==> src/rtl/mult_share_if.sv <==
// Bundle of requester, shared-multiplier and response signals around mult_share_arbiter.
// The slave modport is the arbiter's view; master is the surrounding system.
interface mult_share_if #(
  parameter int DATA_WIDTH = 32,
  parameter int NREQ       = 4
);
  localparam int IDW = $clog2(NREQ);

  logic [NREQ-1:0]            req_valid;
  logic [NREQ-1:0]            req_ready;
  logic [NREQ*DATA_WIDTH-1:0] req_a;
  logic [NREQ*DATA_WIDTH-1:0] req_b;
  logic [NREQ-1:0]            req_carry;

  logic [DATA_WIDTH-1:0]      mul_a;
  logic [DATA_WIDTH-1:0]      mul_b;
  logic                       mul_carry_option;
  logic [2*DATA_WIDTH-1:0]    mul_out;

  logic                       rsp_valid;
  logic                       rsp_ready;
  logic [2*DATA_WIDTH-1:0]    rsp_data;
  logic [IDW-1:0]             rsp_id;
  logic                       busy;

  modport slave (
    input  req_valid, req_a, req_b, req_carry, mul_out, rsp_ready,
    output req_ready, mul_a, mul_b, mul_carry_option, rsp_valid, rsp_data, rsp_id, busy
  );

  modport master (
    output req_valid, req_a, req_b, req_carry, mul_out, rsp_ready,
    input  req_ready, mul_a, mul_b, mul_carry_option, rsp_valid, rsp_data, rsp_id, busy
  );
endinterface

==> src/rtl/mult_share_arbiter.sv <==
// Round-robin arbiter that time-shares one external combinational multiplier
// among NREQ requesters, one operation in flight at a time.
module mult_share_arbiter #(
  parameter int DATA_WIDTH = 32,
  parameter int NREQ       = 4,
  parameter int MUL_LAT    = 1
) (
  input  logic        clk,
  input  logic        rst_n,
  mult_share_if.slave bus
);
  localparam int IDW   = $clog2(NREQ);
  localparam int CNT_W = 4;
  localparam int PW    = 2 * DATA_WIDTH;

  typedef enum logic [1:0] {
    IDLE = 2'd0,
    CALC = 2'd1,
    RESP = 2'd2
  } state_t;

  state_t                state, state_nxt;
  logic [IDW-1:0]        rr_ptr;
  logic [IDW-1:0]        win_idx;
  logic                  win_found;
  logic                  accept;
  logic [NREQ-1:0]       grant_vec;
  logic [CNT_W-1:0]      cnt;
  logic [DATA_WIDTH-1:0] sel_a, sel_b;
  logic                  sel_carry;
  logic [DATA_WIDTH-1:0] mul_a_q, mul_b_q;
  logic                  mul_carry_q;
  logic                  rsp_valid_q;
  logic [PW-1:0]         rsp_data_q;
  logic [IDW-1:0]        rsp_id_q;

  // Returns {found, index}: first valid requester at or above ptr, wrapping.
  function automatic logic [IDW:0] pick_winner(input logic [NREQ-1:0] vld,
                                               input logic [IDW-1:0]  ptr);
    logic [IDW:0]   res;
    logic [IDW-1:0] jj;
    int             j;
    res = '0;
    for (int k = 0; k < NREQ; k++) begin
      j  = (int'(ptr) + k) % NREQ;
      jj = IDW'(j);
      if (!res[IDW] && vld[jj]) res = {1'b1, jj};
    end
    return res;
  endfunction

  assign {win_found, win_idx} = pick_winner(bus.req_valid, rr_ptr);
  assign accept    = (state == IDLE) && win_found;
  assign grant_vec = accept ? (NREQ'(1) << win_idx) : '0;

  always_comb begin
    sel_a     = '0;
    sel_b     = '0;
    sel_carry = 1'b0;
    for (int i = 0; i < NREQ; i++) begin
      if (win_idx == IDW'(i)) begin
        sel_a     = bus.req_a[i*DATA_WIDTH +: DATA_WIDTH];
        sel_b     = bus.req_b[i*DATA_WIDTH +: DATA_WIDTH];
        sel_carry = bus.req_carry[i];
      end
    end
  end

  always_ff @(posedge clk or negedge rst_n) begin
    if (!rst_n) state <= IDLE;
    else        state <= state_nxt;
  end

  always_comb begin
    state_nxt = state;
    unique case (state)
      IDLE:    if (accept)           state_nxt = CALC;
      CALC:    if (cnt == '0)        state_nxt = RESP;
      RESP:    if (bus.rsp_ready)    state_nxt = IDLE;
      default:                       state_nxt = IDLE;
    endcase
  end

  // Accept stage: operands latched once and held for the whole CALC window.
  always_ff @(posedge clk or negedge rst_n) begin
    if (!rst_n) begin
      rr_ptr      <= '0;
      cnt         <= '0;
      mul_a_q     <= '0;
      mul_b_q     <= '0;
      mul_carry_q <= 1'b0;
      rsp_id_q    <= '0;
    end else begin
      if (accept) begin
        mul_a_q     <= sel_a;
        mul_b_q     <= sel_b;
        mul_carry_q <= sel_carry;
        rsp_id_q    <= win_idx;
        rr_ptr      <= (win_idx == IDW'(NREQ - 1)) ? '0 : win_idx + 1'b1;
        cnt         <= CNT_W'(MUL_LAT - 1);
      end else if (state == CALC && cnt != '0) begin
        cnt <= cnt - 1'b1;
      end
    end
  end

  // Response stage: product sampled once the settle budget is spent.
  always_ff @(posedge clk or negedge rst_n) begin
    if (!rst_n) begin
      rsp_valid_q <= 1'b0;
      rsp_data_q  <= '0;
    end else begin
      if (state == CALC && cnt == '0) begin
        rsp_data_q  <= bus.mul_out;
        rsp_valid_q <= 1'b1;
      end else if (state == RESP && bus.rsp_ready) begin
        rsp_valid_q <= 1'b0;
      end
    end
  end

  assign bus.req_ready        = grant_vec;
  assign bus.mul_a            = mul_a_q;
  assign bus.mul_b            = mul_b_q;
  assign bus.mul_carry_option = mul_carry_q;
  assign bus.rsp_valid        = rsp_valid_q;
  assign bus.rsp_data         = rsp_data_q;
  assign bus.rsp_id           = rsp_id_q;
  assign bus.busy             = (state != IDLE);
endmodule

==> src/flat_wrapper.sv <==
// flat-port wrapper written by rule: the top's interface ports become plain ports
module mult_share_arbiter_flat 
#(
  parameter int DATA_WIDTH = 32,
  parameter int NREQ       = 4,
  parameter int MUL_LAT    = 1
)
  (clk, rst_n, bus_req_valid, bus_req_a, bus_req_b, bus_req_carry, bus_mul_out, bus_rsp_ready, bus_req_ready, bus_mul_a, bus_mul_b, bus_mul_carry_option, bus_rsp_valid, bus_rsp_data, bus_rsp_id, bus_busy);
  mult_share_if #(.DATA_WIDTH(DATA_WIDTH), .NREQ(NREQ)) bus_i ();
  input  logic clk;
  input  logic rst_n;
  input wire logic [$bits(bus_i.req_valid)-1:0] bus_req_valid;
  input wire logic [$bits(bus_i.req_a)-1:0] bus_req_a;
  input wire logic [$bits(bus_i.req_b)-1:0] bus_req_b;
  input wire logic [$bits(bus_i.req_carry)-1:0] bus_req_carry;
  input wire logic [$bits(bus_i.mul_out)-1:0] bus_mul_out;
  input wire logic [$bits(bus_i.rsp_ready)-1:0] bus_rsp_ready;
  output wire logic [$bits(bus_i.req_ready)-1:0] bus_req_ready;
  output wire logic [$bits(bus_i.mul_a)-1:0] bus_mul_a;
  output wire logic [$bits(bus_i.mul_b)-1:0] bus_mul_b;
  output wire logic [$bits(bus_i.mul_carry_option)-1:0] bus_mul_carry_option;
  output wire logic [$bits(bus_i.rsp_valid)-1:0] bus_rsp_valid;
  output wire logic [$bits(bus_i.rsp_data)-1:0] bus_rsp_data;
  output wire logic [$bits(bus_i.rsp_id)-1:0] bus_rsp_id;
  output wire logic [$bits(bus_i.busy)-1:0] bus_busy;
  assign bus_i.req_valid = bus_req_valid;
  assign bus_i.req_a = bus_req_a;
  assign bus_i.req_b = bus_req_b;
  assign bus_i.req_carry = bus_req_carry;
  assign bus_i.mul_out = bus_mul_out;
  assign bus_i.rsp_ready = bus_rsp_ready;
  assign bus_req_ready = bus_i.req_ready;
  assign bus_mul_a = bus_i.mul_a;
  assign bus_mul_b = bus_i.mul_b;
  assign bus_mul_carry_option = bus_i.mul_carry_option;
  assign bus_rsp_valid = bus_i.rsp_valid;
  assign bus_rsp_data = bus_i.rsp_data;
  assign bus_rsp_id = bus_i.rsp_id;
  assign bus_busy = bus_i.busy;
  mult_share_arbiter #(.DATA_WIDTH(DATA_WIDTH), .NREQ(NREQ), .MUL_LAT(MUL_LAT)) u_core (.clk(clk), .rst_n(rst_n), .bus(bus_i));
endmodule
==> config.mk <==
export PLATFORM = sky130hd
export DESIGN_NAME = mult_share_arbiter_flat
export DESIGN_NICKNAME = d
export VERILOG_FILES = /design/src/rtl/mult_share_if.sv /design/src/rtl/mult_share_arbiter.sv /design/src/flat_wrapper.sv
export SDC_FILE = /design/constraint.sdc
export NUM_CORES = 1
export LEC_CHECK = 0
export ABC_AREA = 1
export BUFFER_PORTS_ARGS = -buffer_cell sky130_fd_sc_hd__buf_2
export CORE_AREA = 2 2 184 186
export CTS_CLUSTER_SIZE = 30
export DETAILED_ROUTE_END_ITERATION = 8
export DIE_AREA = 0 0 186 188
export HOLD_SLACK_MARGIN = 0.05
export PLACE_DENSITY = 0.46
export SYNTH_ARGS = -nofsm -noshare
export SYNTH_HDL_FRONTEND = slang
export SYNTH_SLANG_ARGS = --single-unit
==> constraint.sdc <==
create_clock -name clk -period 4 [get_ports clk]
set_input_delay 0.8 -clock clk [delete_from_list [all_inputs] [get_ports clk]]
set_output_delay 0.8 -clock clk [all_outputs]
set_load 0.01 [all_outputs]
# Word level (Yosys, flattened, before mapping)
# Cells that the tools add are included.
# totals
wordCells	79
out_inout_bits	137
ff_bits	140
input_bits	331
# op_classes
n_mux	34
order_cmp	4
add_sub_neg	5
n_eq_ne	8
reduce_logical	18
shift	1
# ops
operator	count
$mux W32	8
$lt A2 B3 Y1 const B	4
$mux W3	4
$mux W4	3
$mux W1	10
$bmux W1 S2	4
$mux W2	4
$logic_and A1 B1 Y1	7
$eq A2 B2 Y1 const B	3
$pmux W2 S3	1
$reduce_bool A2 Y1	3
$add A2 B1 Y2 const B	2
$add A2 B2 Y2 const B	2
$eq A2 B1 Y1 const B	2
$logic_not A2 Y1	2
$logic_not A4 Y1	1
$ne A2 B1 Y1 const B	2
$reduce_bool A4 Y1	1
$shl A1 B2 Y4 const A	1
$sub A4 B1 Y4 const B	1
$logic_not A1 Y1	3
$reduce_and A3 Y1	1
$ne A2 B2 Y1 const B	1

# Longest topological paths before layout
# logic_depth
depth_word	17
mapped_depth	20
ltp_nobuf	18

# Least setup slack after synthesis
# No wires, ideal clock.
# synth_path
kind	input -> output
startpoint	input port bus_req_valid[0]
endpoint	output port bus_req_ready[3]
n_path_buf	2
t_required_ps	3200
setup_slack_ps	744
stages	14
t_arrival_ps	2456
path_cell_list	inv_1 -> nand2_1 -> nand3_1 -> nand2_2 -> nor2_4 -> nand3_1 -> nand3_1 -> nand2_1 -> inv_1 -> ha_1 -> clkbuf_1 -> clkbuf_1 -> inv_1 -> nor2_1
# synth_between
elab_chain_len	14
word_cells_on_any_way	21
cone_classes	1 x shift; 13 x mux; 7 x reduce/logical
# synth_lines
item	line_no	text
from (decl)	flat_wrapper.sv:12	input wire logic [$bits(bus_i.req_valid)-1:0] bus_req_valid;
$bmux W1 S2	mult_share_arbiter.sv:47	if (!res[IDW] && vld[jj]) res = {1'b1, jj};
$mux W1 (implied by the code)	mult_share_arbiter.sv:47	
$mux W3	mult_share_arbiter.sv:47	
$logic_not A1 Y1	mult_share_arbiter.sv:47	
$logic_and A1 B1 Y1	mult_share_arbiter.sv:47	
$mux W3	mult_share_arbiter.sv:47	
$logic_not A1 Y1	mult_share_arbiter.sv:47	
$logic_and A1 B1 Y1	mult_share_arbiter.sv:47	
$mux W3	mult_share_arbiter.sv:47	
$logic_not A1 Y1	mult_share_arbiter.sv:47	
$logic_and A1 B1 Y1	mult_share_arbiter.sv:47	
$mux W3 (*)	mult_share_arbiter.sv:47	
net u_core.win_idx[1]	mult_share_arbiter.sv:24	logic [IDW-1:0] win_idx;
$shl A1 B2 Y4 (*)	mult_share_arbiter.sv:54	assign grant_vec = accept ? (NREQ'(1) << win_idx) : '0;
$mux W4 (*)	mult_share_arbiter.sv:54	
to (decl)	flat_wrapper.sv:18	output wire logic [$bits(bus_i.req_ready)-1:0] bus_req_ready;
# Mark *: on every way through the listed nets, which the timed path passes. The rest lies on a longest branch. The select of a mux whose other input is x is not followed.

# Final worst setup path
# layout_path
startpoint	register u_core.rr_ptr[0]
endpoint	output port bus_req_ready[2]
# layout_between
elab_chain_len	14
word_cells_on_any_way	24
cone_classes	3 x add/sub; 1 x shift; 13 x mux; 7 x reduce/logical
# layout_lines
item	line_no	text
from (decl)	mult_share_arbiter.sv:23	logic [IDW-1:0] rr_ptr;
from (signal assigned)	mult_share_arbiter.sv:99	rr_ptr <= (win_idx == IDW'(NREQ - 1)) ? '0 : win_idx + 1'b1;
branches (longest 11 deep; another with $add A2 B1 Y2)	--	
$mux W3 (*)	mult_share_arbiter.sv:47	
net u_core.win_idx[1]	mult_share_arbiter.sv:24	
$shl A1 B2 Y4 (*)	mult_share_arbiter.sv:54	
$mux W4 (*)	mult_share_arbiter.sv:54	
# Mark *: on every way through the listed nets, which the timed path passes. The select of a mux whose other input is x is not followed.

==> metrics.txt <==
DR iter-0 viols 379; share of layout cells above drive strength 1 0.428; Clock Path Buffers 2; RSZ-0062 raised after global routing no; H-tree levels 4; startpoint types register; synth unique cells 24; commonest non-fill, non-tap cell in the layout buf_2; Cells after Synth 965; Worst R2R Path Depth 16; Slew @ Worst Pin 0.753 ns; share of the synthesized area in the top cell type 0.463; Skew-Pair Late Insertion Delay 0.42 ns; total grt overflow 0; number of global-route vias before repair 8,007; Clock transition at path regs 0.07 ns; P_leak 5.81 nW; Final Skew 0.0125 ns; WL final 29,100 um; Layout Area Growth over Synthesis 44.5%; Core Footprint 33,100 um^2; Antenna Nets Post-Route 0; reg-to-reg slack, setup 0.79 ns; post-synthesis sequential area ratio 0.463; Max Cap Viol 0; Final Critical Period 3.62 ns; crit share post-route 0.904; Chip Height 188 um; dpl cell area 10,300 um^2; CTS tree done; top post-synthesis cells by area dfrtp_1 (46%), nand2_1 (21%), mux2_2 (9.5%); pre-CTS WS 0.433 ns; DRC Markers 0; status finished clean; GRT Util Overall 0.165; cell area after synthesis 7560 um^2; Syn Area/Cell 7.84 um^2; CTS Buf Count 17; mean number of vias per cell 4.29; Hold Path Class in -> async; VDD IR-drop max 667 uV; dpl cells 1,830; crit path capture bus_req_ready[2]; die area 35,000 um^2; setup TNS 0 ns; first-pass GRT wire length 44,600 um; die span in x 186 um; worst hold slack 0.379 ns; final hold viol count 0; post-route design area 10,900 um^2; crit path cell chain inv_2 > nand2_1 > nand3_1 > nand2_2 > nor2_4 > nand3_1 > nand3_1 > nand2_1 > inv_1 > ha_2 > inv_2 > nor2_1 > buf_2; achievable frequency 276 MHz; Reg area 3500 um^2; drt pass-1 iters 5; n_diodes 0; Slew Limit Fails 0; slowest CP cell dfrtp_2; I/O pin count 468; most frequent cells in the layout buf_2 (466), nand2_1 (420), dfrtp_1 (139); Syn Nets 1,302; Worst R2R End u_core.bus.mul_a[3]$_DFFE_PN0P_; worst r2r src u_core.rr_ptr[0]$_DFFE_PN0P_; postcts setup bufs 0; WS Path Type reg -> out; starting density of the core 0.228; Final Wtd Congestion 0.842; multi-input combinational cell area 3680 um^2; largest net degree at the start of global routing 131; clock sink count 140; clk root buf clkbuf_16; CP endpoint kind output pin; routed len/inst 15.6 um; detailed placement HPWL 21,700 um; Power Dens Cells 1120 nW/um^2; Crit. Startpoint u_core.rr_ptr[0]$_DFFE_PN0P_; Final Non-Filler Cells 1,862; Max stage delay on crit path 0.49 ns; Worst Path Required 3.20 ns; I/O Buffers 467; fillers 3,661; CP max FO 11; Ys Warns 0; relative slew slack 0.498; routed vias 7,996; Critical Path Most Common Cell nand3_1; final setup violation count 0; largest area contributor in the netlist dfrtp_1; setup ws final 0.383 ns; flip-flop and latch count after synthesis 140; nets 1,738; row count 67; worst path arrival time 2.82 ns; initial antenna violation count 0
==> sequential cells by signal, summed over array words and instances, names as in the netlist <==
signal                       count
u_core.state                     2
u_core.bus.mul_carry_option      1
u_core.bus.mul_b                32
u_core.rr_ptr                    2
u_core.bus.mul_a                32
u_core.bus.rsp_id                2
u_core.cnt                       4
u_core.bus.rsp_data             64
u_core.bus.rsp_valid             1
==> critical path: cells and delay by family, from the launching register on <==
kind / cells / cell delay, ns
adders and majority gates: 1 / 0.33
buffers and inverters: 4 / 0.62
and+or+nand+nor: 8 / 0.96
DFF: 1 / 0.49
==> per-layer routing <==
metal / global-route usage / share of wire / vias to the layer above
met5: 0 / 0 / -
met4: 0.0369 / 0.010 / 0
met3: 0.0454 / 0.084 / 22
met2: 0.300 / 0.51 / 343
met1: 0.189 / 0.40 / 3627
li1: - / - / 4004
==> worst min path at each step <==
stage and endpoint:
2_1_floorplan u_core.cnt[1]$_DFFE_PN0P_, 3_3_place_gp u_core.bus.mul_a[22]$_DFFE_PN0P_, 3_5_place_dp u_core.bus.mul_b[11]$_DFFE_PN0P_, 4_1_cts u_core.bus.rsp_data[25]$_DFFE_PN0P_, 5_1_grt u_core.bus.rsp_data[25]$_DFFE_PN0P_, 6_report u_core.bus.rsp_data[25]$_DFFE_PN0P_
==> logic make-up (layout without fill, tap and decap cells) <==
| group | Yosys count | count (layout) | synth area share |
|---|---|---|---|
| XOR/XNOR | 2 | 2 | 0.00232 |
| flip-flops | 140 | 140 | 0.463 |
| buffers and inverters | 86 | 535 | 0.0544 |
| AND/OR/NAND/NOR | 463 | 463 | 0.240 |
| multiplexers | 64 | 64 | 0.0953 |
| AO/OA/AOI/OAI | 204 | 204 | 0.135 |
| adder cells (fa/ha/maj) | 6 | 6 | 0.00993 |
==> repair_timing <==
item	in CTS	in global routing
endpoints found under the setup margin	0	1
gates resized for setup	0	1
hold buffers	0	0
==> final cells by class <==
type,instances,share of cell area
Sequential cell,140,0.321
Clock buffer,17,0.0389
Timing Repair Buffer,482,0.229
Clock inverter,15,0.0161
Multi-Input combinational cell,739,0.337
Tap cell,448,0.0513
Inverter,21,0.00721
==> cells in the mapped netlist, drive strengths merged <==
cell type and number:
xor2 2, dfrtp 140, ha 6, o21ai 138
o21bai 1, a21oi 65, buf 30, mux2 64
nand4 1, inv 21, clkbuf 35, nand2 436
nor2 11, nand3b 1, nand3 14
==> per-stage QoR <==
stage	total power [mW]	utilization
5_1_grt	13.8	0.330
6_report	12.3	0.330
2_1_floorplan	8.13	-
3_5_place_dp	10.8	0.312
4_1_cts	12.5	0.330
3_3_place_gp	10.8	0.312
==> report_power, final <==
group / internal, mW / total (mW) / switching (mW)
logic: 2.97 / 8.14 / 5.17
clock network: 0.843 / 1.61 / 0.768
registers: 2.15 / 2.50 / 0.354
total: 5.97 / 12.3 / 6.29
Note: power is estimated with default switching activity, not from simulation.
